==> config.mk <==
export PLATFORM = sky130hd
export DESIGN_NAME = alu_unit
export DESIGN_NICKNAME = d
export VERILOG_FILES = /design/src/rtl/alu_unit.sv
export SDC_FILE = /design/constraint.sdc
export NUM_CORES = 1
export LEC_CHECK = 0
export BUFFER_PORTS_ARGS = -buffer_cell sky130_fd_sc_hd__buf_2
export CAP_MARGIN = 20
export CORE_MARGIN = 2
export CORE_UTILIZATION = 50
export DETAILED_ROUTE_END_ITERATION = 6
export GPL_ROUTABILITY_DRIVEN = 0
export PLACE_DENSITY_LB_ADDON = 0.25
export SLEW_MARGIN = 20
export SYNTH_ARGS = -nofsm -noshare
export SYNTH_HDL_FRONTEND = slang
export SYNTH_SLANG_ARGS = --single-unit
==> constraint.sdc <==
create_clock -name clk_in -period 1.5 [get_ports clk_in]
set_input_delay 0.3 -clock clk_in [delete_from_list [all_inputs] [get_ports clk_in]]
set_output_delay 0.3 -clock clk_in [all_outputs]
set_load 0.01 [all_outputs]
==> src/rtl/alu_unit.sv <==
// rtl/alu_unit.sv - integer ALU with branch resolution, fixed latency L=1
// rtl/alu_unit.sv - define ALU_MUL_EN to add the 3-stage MUL/MULH/MULHSU/MULHU pipeline (L=3)
module alu_unit #(
    parameter int ROB_W = 4
) (
    input  logic             clk_in,
    input  logic             rst_in,
    input  logic             rdy_in,
    input  logic             clr_in,
    input  logic             rs_to_alu_ready,
    input  logic [4:0]       rs_to_alu_op,
    input  logic [2:0]       rs_to_alu_opType,
    input  logic [31:0]      rs_to_alu_rs1,
    input  logic [31:0]      rs_to_alu_rs2,
    input  logic [31:0]      rs_to_alu_imm,
    input  logic [31:0]      rs_to_alu_PC,
    input  logic [ROB_W-1:0] rs_to_alu_rob_index,
    output logic             alu_ready,
    output logic [31:0]      alu_result,
    output logic [ROB_W-1:0] alu_rob_index,
    output logic             alu_jump,
    output logic [31:0]      alu_target_PC
);
    localparam logic [2:0] T_REG = 3'd0, T_IMM = 3'd1, T_LUI = 3'd2, T_AUIPC = 3'd3,
                           T_JAL = 3'd4, T_JALR = 3'd5, T_BRANCH = 3'd6;
    localparam logic [4:0] O_ADD = 5'd0, O_SUB = 5'd1, O_SLL = 5'd2, O_SLT = 5'd3,
                           O_SLTU = 5'd4, O_XOR = 5'd5, O_SRL = 5'd6, O_SRA = 5'd7,
                           O_OR = 5'd8, O_AND = 5'd9, O_BEQ = 5'd10, O_BNE = 5'd11,
                           O_BLT = 5'd12, O_BGE = 5'd13, O_BLTU = 5'd14, O_BGEU = 5'd15,
                           O_MUL = 5'd16, O_MULH = 5'd17, O_MULHSU = 5'd18, O_MULHU = 5'd19;

    logic [31:0] op_b, pc_plus4, pc_plus_imm, c_result, c_target;
    logic [4:0]  shamt;
    logic        c_jump;

    always_comb begin
        op_b        = (rs_to_alu_opType == T_IMM) ? rs_to_alu_imm : rs_to_alu_rs2;
        shamt       = op_b[4:0];
        pc_plus4    = rs_to_alu_PC + 32'd4;
        pc_plus_imm = rs_to_alu_PC + rs_to_alu_imm;
        c_result    = '0;
        c_jump      = 1'b0;
        c_target    = pc_plus4;
        case (rs_to_alu_opType)
            T_REG, T_IMM: begin
                case (rs_to_alu_op)
                    O_ADD:   c_result = rs_to_alu_rs1 + op_b;
                    O_SUB:   c_result = rs_to_alu_rs1 - op_b;
                    O_SLL:   c_result = rs_to_alu_rs1 << shamt;
                    O_SLT:   c_result = {31'b0, $signed(rs_to_alu_rs1) < $signed(op_b)};
                    O_SLTU:  c_result = {31'b0, rs_to_alu_rs1 < op_b};
                    O_XOR:   c_result = rs_to_alu_rs1 ^ op_b;
                    O_SRL:   c_result = rs_to_alu_rs1 >> shamt;
                    O_SRA:   c_result = $signed(rs_to_alu_rs1) >>> shamt;
                    O_OR:    c_result = rs_to_alu_rs1 | op_b;
                    O_AND:   c_result = rs_to_alu_rs1 & op_b;
                    default: c_result = '0;
                endcase
            end
            T_LUI:   c_result = rs_to_alu_imm;
            T_AUIPC: c_result = pc_plus_imm;
            T_JAL: begin
                c_result = pc_plus4;
                c_jump   = 1'b1;
                c_target = pc_plus_imm;
            end
            T_JALR: begin
                c_result = pc_plus4;
                c_jump   = 1'b1;
                c_target = (rs_to_alu_rs1 + rs_to_alu_imm) & ~32'd1;
            end
            T_BRANCH: begin
                case (rs_to_alu_op)
                    O_BEQ:   c_jump = (rs_to_alu_rs1 == op_b);
                    O_BNE:   c_jump = (rs_to_alu_rs1 != op_b);
                    O_BLT:   c_jump = ($signed(rs_to_alu_rs1) < $signed(op_b));
                    O_BGE:   c_jump = ($signed(rs_to_alu_rs1) >= $signed(op_b));
                    O_BLTU:  c_jump = (rs_to_alu_rs1 < op_b);
                    O_BGEU:  c_jump = (rs_to_alu_rs1 >= op_b);
                    default: c_jump = 1'b0;
                endcase
                c_target = c_jump ? pc_plus_imm : pc_plus4;
            end
            default: ;
        endcase
    end

`ifdef ALU_MUL_EN
    logic             m_is_mul, m_hi, m_sa, m_sb;
    logic             s1_valid, s1_jump, s1_is_mul, s1_hi;
    logic [31:0]      s1_result, s1_target;
    logic [ROB_W-1:0] s1_rob;
    logic [63:0]      s1_a, s1_b;
    logic             s2_valid, s2_jump, s2_is_mul, s2_hi;
    logic [31:0]      s2_result, s2_target;
    logic [ROB_W-1:0] s2_rob;
    logic [63:0]      s2_prod;

    always_comb begin
        m_is_mul = (rs_to_alu_opType == T_REG) && (rs_to_alu_op >= O_MUL) && (rs_to_alu_op <= O_MULHU);
        m_hi     = (rs_to_alu_op != O_MUL);
        m_sa     = (rs_to_alu_op == O_MULH) || (rs_to_alu_op == O_MULHSU);
        m_sb     = (rs_to_alu_op == O_MULH);
    end

    // Operands are pre-extended to 64 bits so a plain 64-bit product gives every signedness mix.
    always_ff @(posedge clk_in or negedge rst_in) begin
        if (!rst_in) begin
            s1_valid <= 1'b0; s1_jump <= 1'b0; s1_is_mul <= 1'b0; s1_hi <= 1'b0;
            s1_result <= '0; s1_target <= '0; s1_rob <= '0; s1_a <= '0; s1_b <= '0;
            s2_valid <= 1'b0; s2_jump <= 1'b0; s2_is_mul <= 1'b0; s2_hi <= 1'b0;
            s2_result <= '0; s2_target <= '0; s2_rob <= '0; s2_prod <= '0;
            alu_ready <= 1'b0; alu_result <= '0; alu_rob_index <= '0;
            alu_jump <= 1'b0; alu_target_PC <= '0;
        end else if (clr_in) begin
            s1_valid  <= 1'b0;
            s2_valid  <= 1'b0;
            alu_ready <= 1'b0;
        end else if (rdy_in) begin
            s1_valid  <= rs_to_alu_ready;
            s1_jump   <= c_jump;
            s1_is_mul <= m_is_mul;
            s1_hi     <= m_hi;
            s1_result <= c_result;
            s1_target <= c_target;
            s1_rob    <= rs_to_alu_rob_index;
            s1_a      <= m_sa ? {{32{rs_to_alu_rs1[31]}}, rs_to_alu_rs1} : {32'b0, rs_to_alu_rs1};
            s1_b      <= m_sb ? {{32{rs_to_alu_rs2[31]}}, rs_to_alu_rs2} : {32'b0, rs_to_alu_rs2};
            s2_valid  <= s1_valid;
            s2_jump   <= s1_jump;
            s2_is_mul <= s1_is_mul;
            s2_hi     <= s1_hi;
            s2_result <= s1_result;
            s2_target <= s1_target;
            s2_rob    <= s1_rob;
            s2_prod   <= s1_a * s1_b;
            alu_ready     <= s2_valid;
            alu_result    <= s2_is_mul ? (s2_hi ? s2_prod[63:32] : s2_prod[31:0]) : s2_result;
            alu_rob_index <= s2_rob;
            alu_jump      <= s2_jump;
            alu_target_PC <= s2_target;
        end
    end
`else
    always_ff @(posedge clk_in or negedge rst_in) begin
        if (!rst_in) begin
            alu_ready <= 1'b0; alu_result <= '0; alu_rob_index <= '0;
            alu_jump <= 1'b0; alu_target_PC <= '0;
        end else if (clr_in) begin
            alu_ready <= 1'b0;
        end else if (rdy_in) begin
            alu_ready     <= rs_to_alu_ready;
            alu_result    <= c_result;
            alu_rob_index <= rs_to_alu_rob_index;
            alu_jump      <= c_jump;
            alu_target_PC <= c_target;
        end
    end
`endif
endmodule

==> flow_metrics.tcl, run 1 <==
set metrics [dict create \
    cts_buffers 9 \
    synth.net_count 2819 \
    ys.flop_type "dfrtp_1" \
    synth_cell_type_count 107 \
    syn_area_um2 17700 \
    status "did not finish" \
    fp.dieH_um 192 \
    io_buffers 214 \
    synth_edf_count 0 \
    grt_max_degree 49 \
    async_flop_share_pct 100 \
    ys_warn_count 0 \
    rows 68 \
    ys_ff_latch 70 \
    pin_count 215 \
    fp.dieW_um 192 \
    avgSynthCellArea_um2 7.03 \
    cts.sinks 70 \
    track_usage_pct 71.1 \
    clk_path_buf_depth 2 \
    synth_cells 2517 \
    grt_pass1_wl_um 198000 \
    lastStage "5_1_grt" \
    overflow 9 \
    seq_area_frac_synth_pct 9.90 \
    first_global_vias 32677 \
    tool.error "[ERROR GRT-0116] Global routing finished with congestion. Check the congestion regions in the DRC Viewer." \
    cts-root-buf "clkbuf_16" \
    htree_levels 3 \
    dp_hpwl_um 77400 \
    initial_utilization_pct 51.0 \
]
[metal layers]
layer | GRT overflow | GRT usage (%)
met1 | 0 | 70.6
met2 | 6 | 85.2
met3 | 1 | 58.8
met4 | 2 | 67.2
met5 | 0 | 47.4
[Yosys cell counts (all sizes together), types with 20 or more instances]
| cell | n | share of area [%] |
|---|---|---|
| a221oi | 46 | 2.4 |
| a21oi | 205 | 5.9 |
| nand2 | 329 | 7.0 |
| mux2i | 134 | 7.6 |
| nor4 | 23 | 0.98 |
| nor2 | 221 | 4.7 |
| o21bai | 24 | 1.0 |
| a211oi | 47 | 2.1 |
| clkbuf | 104 | 2.3 |
| a21o | 39 | 1.7 |
| xor2 | 47 | 2.3 |
| inv | 124 | 2.7 |
| o221ai | 20 | 0.99 |
| nor3 | 46 | 1.3 |
| a31oi | 40 | 1.5 |
| and3 | 29 | 1.1 |
| o21ai | 193 | 5.5 |
| nand3 | 57 | 1.6 |
| o211ai | 47 | 2.0 |
| xnor2 | 53 | 2.6 |
| ha | 154 | 11 |
| o22ai | 40 | 1.4 |
| nand4 | 20 | 0.71 |
| dfrtp | 70 | 9.9 |
| buf | 52 | 2.0 |
| nor2b | 22 | 0.78 |
| a22oi | 21 | 0.89 |
[logic make-up after synthesis]
group	count (synthesis)	synth area share, %
buf+inv	281	6.93
simple gates	834	21.9
compound gates	918	35.3
flops	70	9.90
xor+xnor	100	4.95
mux	157	9.87
fa+ha+maj	157	11.2
[metrics by stage]
step | instances | hold slack [ns] | area, µm² | utilization (%) | setup WS [ns]
after detailed placement | 3971 | 0.215 | 26100 | 75.3 | -3.03
after floorplan | 2517 | 0.00441 | 18000 | - | -2.86
after CTS | 4049 | 0.132 | 28300 | 81.6 | -2.49
after global placement | 3971 | 0.206 | 26100 | 75.3 | -2.96
[what timing repair did]
| action | in CTS |
|---|---|
| hold buffers | 1 |
| pin swaps | 118 |
| setup endpoints to repair | 65 |
| endpoints found under the hold margin | 18 |
| cloned | 4 |
| gates resized for setup | 290 |
| buffers inserted | 62 |
==> run 2: changes to the inputs <==
--- a/config.mk
+++ b/config.mk
@@ -8,10 +8,10 @@
 export BUFFER_PORTS_ARGS = -buffer_cell sky130_fd_sc_hd__buf_2
 export CAP_MARGIN = 20
 export CORE_MARGIN = 2
-export CORE_UTILIZATION = 50
+export CORE_UTILIZATION = 35
 export DETAILED_ROUTE_END_ITERATION = 6
 export GPL_ROUTABILITY_DRIVEN = 0
-export PLACE_DENSITY_LB_ADDON = 0.25
+export PLACE_DENSITY_LB_ADDON = 0.15
 export SLEW_MARGIN = 20
 export SYNTH_ARGS = -nofsm -noshare
 export SYNTH_HDL_FRONTEND = slang
==> flow_metrics.tcl, run 2 <==
set metrics [dict create \
    totalWireLength_um 106000 \
    ys_ff_latch 70 \
    overflow 0 \
    syn_area_um2 17700 \
    async_flop_share_pct 100 \
    setup_viol 65 \
    fin_crit_sh_pct 255 \
    cp-end-kind "register" \
    violations "setup timing" \
    ys_warn_count 0 \
    fmax_mhz 262 \
    rows 82 \
    leakage_nw 13.8 \
    initial_utilization_pct 35.4 \
    path_max_fanout 7 \
    min_period_ns 3.82 \
    vias 26167 \
    die_area_um2 52400 \
    crit_chain "buf_12 > or3b_4 > buf_6 > buf_4 > nand2_2 > nand2_2 > inv_2 > ha_4 > nor4_2 > buf_4 > and4_4 > nand2_4 > a21o_1 > a41oi_2 > buf_4 > or4_4 > o311a_4 > a31oi_4 > buf_12 > buf_8 > a221oi_2 > a21oi_1" \
    drive_above_1_share_pct 43.2 \
    fp.dieH_um 229 \
    slew_violations 0 \
    critical_path_required_ns 1.74 \
    r2r_slack_ns -0.09 \
    cpPeakStageDelay_ns 0.49 \
    avgSynthCellArea_um2 7.03 \
    worstMarginPinSlew_ns 0.873 \
    cp-start-kind "input port" \
    seq_area_frac_synth_pct 9.90 \
    synth_cell_type_count 107 \
    insertion_delay_ns 0.35 \
    dp_hpwl_um 85300 \
    r2r_start "alu_result[7]" \
    synthTopCellsByArea "ha_1 (11%), dfrtp_1 (9.9%), mux2i_1 (7.5%)" \
    r2r-end "alu_result[7]" \
    cts_buffers 9 \
    status "complete, but fails checks" \
    clk_path_buf_depth 2 \
    cts-root-buf "clkbuf_16" \
    routedWlPerCell_um 24.6 \
    worstSetupPathType "in -> reg" \
    synth_largest_area_cell "ha_1" \
    drc 0 \
    synth.most_common_cell "nand2_1" \
    reg2reg_depth 5 \
    synth_cells 2517 \
    final_nets 3927 \
    grt_pass1_wl_um 153000 \
    top_regs "alu_result x32, alu_target_PC x32, alu_rob_index x4" \
    cts.sinks 70 \
    layout_commonest_cell "buf_4" \
    synth_edf_count 0 \
    hold_path_depth 3 \
    synth_top_area_share_pct 10.9 \
    ys.flop_type "dfrtp_1" \
    fin_total_pwr_mw 16.9 \
    grt_max_degree 44 \
    track_usage_pct 38.2 \
    fin_ws_ns -2.32 \
    drtIter0Drc 3206 \
    final_antenna_net_count 0 \
    slew_headroom_pct 41.4 \
    fin_skew_ns 0 \
    cts_tree "yes" \
    first_global_vias 25447 \
    power.density_nw_per_um2 580 \
    dpl.cell_count 4235 \
    hold_viol 0 \
    htree_levels 3 \
    mostFrequentLayoutCells "buf_4 (976), nand2_1 (308), nor2_1 (211)" \
    cp.arrival_ns 4.06 \
    irDropWorstVdd_mv 0.508 \
    maxCapViolCount 0 \
    core_um2 50100 \
    min_to "alu_rob_index[2]" \
    fin_cells 4305 \
    vias_per_cell 6.08 \
    slowest_stage "or3b_4" \
    hp-class "in -> reg" \
    fillCellCount 4663 \
    hold_start "rs_to_alu_rob_index[2]" \
    synth.net_count 2819 \
    antenna_found_initial 3 \
    post-route-util_pct 58.0 \
    io_buffers 214 \
    first_pass_iters 7 \
    rsz0062_at_grt "true" \
    synth_common_cells "nand2_1 (328), nor2_1 (220), a21oi_1 (203)" \
    pin_count 215 \
    syn_to_final_growth_pct 64.1 \
    fp.dieW_um 229 \
    crit_top_cell "buf_4" \
    path_clk_slew_ns 0.06 \
]
## run 2: timing repair
| item | 4_1_cts | 5_1_grt |
|---|---|---|
| hold buffers | 1 | 0 |
| cloned | 3 | 1 |
| gates resized for setup | 151 | 191 |
| buffers inserted | 12 | 41 |
| endpoints found under the setup margin | 65 | 65 |
| endpoints found under the hold margin | 19 | 0 |
| pin swaps | 45 | 115 |
## run 2: cells by family after synthesis
logic type / count (synthesis) / synth area share (%)
mux: 157 / 9.87
flops: 70 / 9.90
xor+xnor: 100 / 4.95
fa+ha+maj: 157 / 11.2
compound gates: 918 / 35.3
buf+inv: 281 / 6.93
simple gates: 834 / 21.9
## run 2: worst max-delay path, delay by kind of cell
family,cells,cell delay (ns)
and+or+nand+nor,7,1.29
buffers and inverters,8,1.13
AOI/OAI and AO/OA,6,1.12
adders and majority gates,1,0.20
## run 2: where the power goes
group,internal (mW),switching (mW)
logic,5.63,6.57
registers,2.15,0.250
clock network,1.33,0.931
total,9.11,7.75
## run 2: worst max path at each step
stage                             start                end  slack, ns  cells after the start
floorplan           rs_to_alu_opType[1]     alu_result[19]      -2.86                     21
global placement    rs_to_alu_opType[1]  alu_target_PC[26]      -2.80                     17
detailed placement  rs_to_alu_opType[1]  alu_target_PC[15]      -2.88                     17
CTS                 rs_to_alu_opType[1]  alu_target_PC[23]      -2.26                     21
global route        rs_to_alu_opType[2]     alu_result[29]      -2.40                     18
finish              rs_to_alu_opType[1]  alu_target_PC[30]      -2.32                     22
## run 2: per-stage QoR
| stage | hold WS, ns | setup slack, ns | cell area (µm²) | setup TNS, ns |
|---|---|---|---|---|
| after global routing | 0.131 | -2.40 | 29000 | -141.07 |
| after detailed placement | 0.244 | -2.88 | 26700 | -174.58 |
| after CTS | 0.120 | -2.26 | 27900 | -133.09 |
| after global placement | 0.238 | -2.80 | 26700 | -170.48 |
| after floorplan | 0.00441 | -2.86 | 18000 | -166.75 |
| final | 0.128 | -2.32 | 29000 | -135.78 |
## run 2: final cells by class
class / count / area [µm²] / area share (%)
diodes: 3 / 7.51 / 0.0258
multi-input cells: 2168 / 16300 / 56.2
clock buffers: 10 / 239 / 0.823
flip-flops and latches: 70 / 1750 / 6.03
well taps: 672 / 841 / 2.89
inverters: 125 / 484 / 1.67
clock inverters: 6 / 61.3 / 0.211
repair buffers: 1251 / 9350 / 32.2
## run 2: layer usage
| metal | wire [µm] | vias up | global-route usage, % |
|---|---|---|---|
| met5 | 12 | - | 0 |
| met4 | 7430 | 2 | 20.8 |
| met3 | 11000 | 435 | 6.40 |
| met2 | 46500 | 1706 | 61.7 |
| met1 | 41100 | 12350 | 48.6 |
| li1 | - | 11674 | - |
No activity file was read; power rests on OpenSTA's default activity.
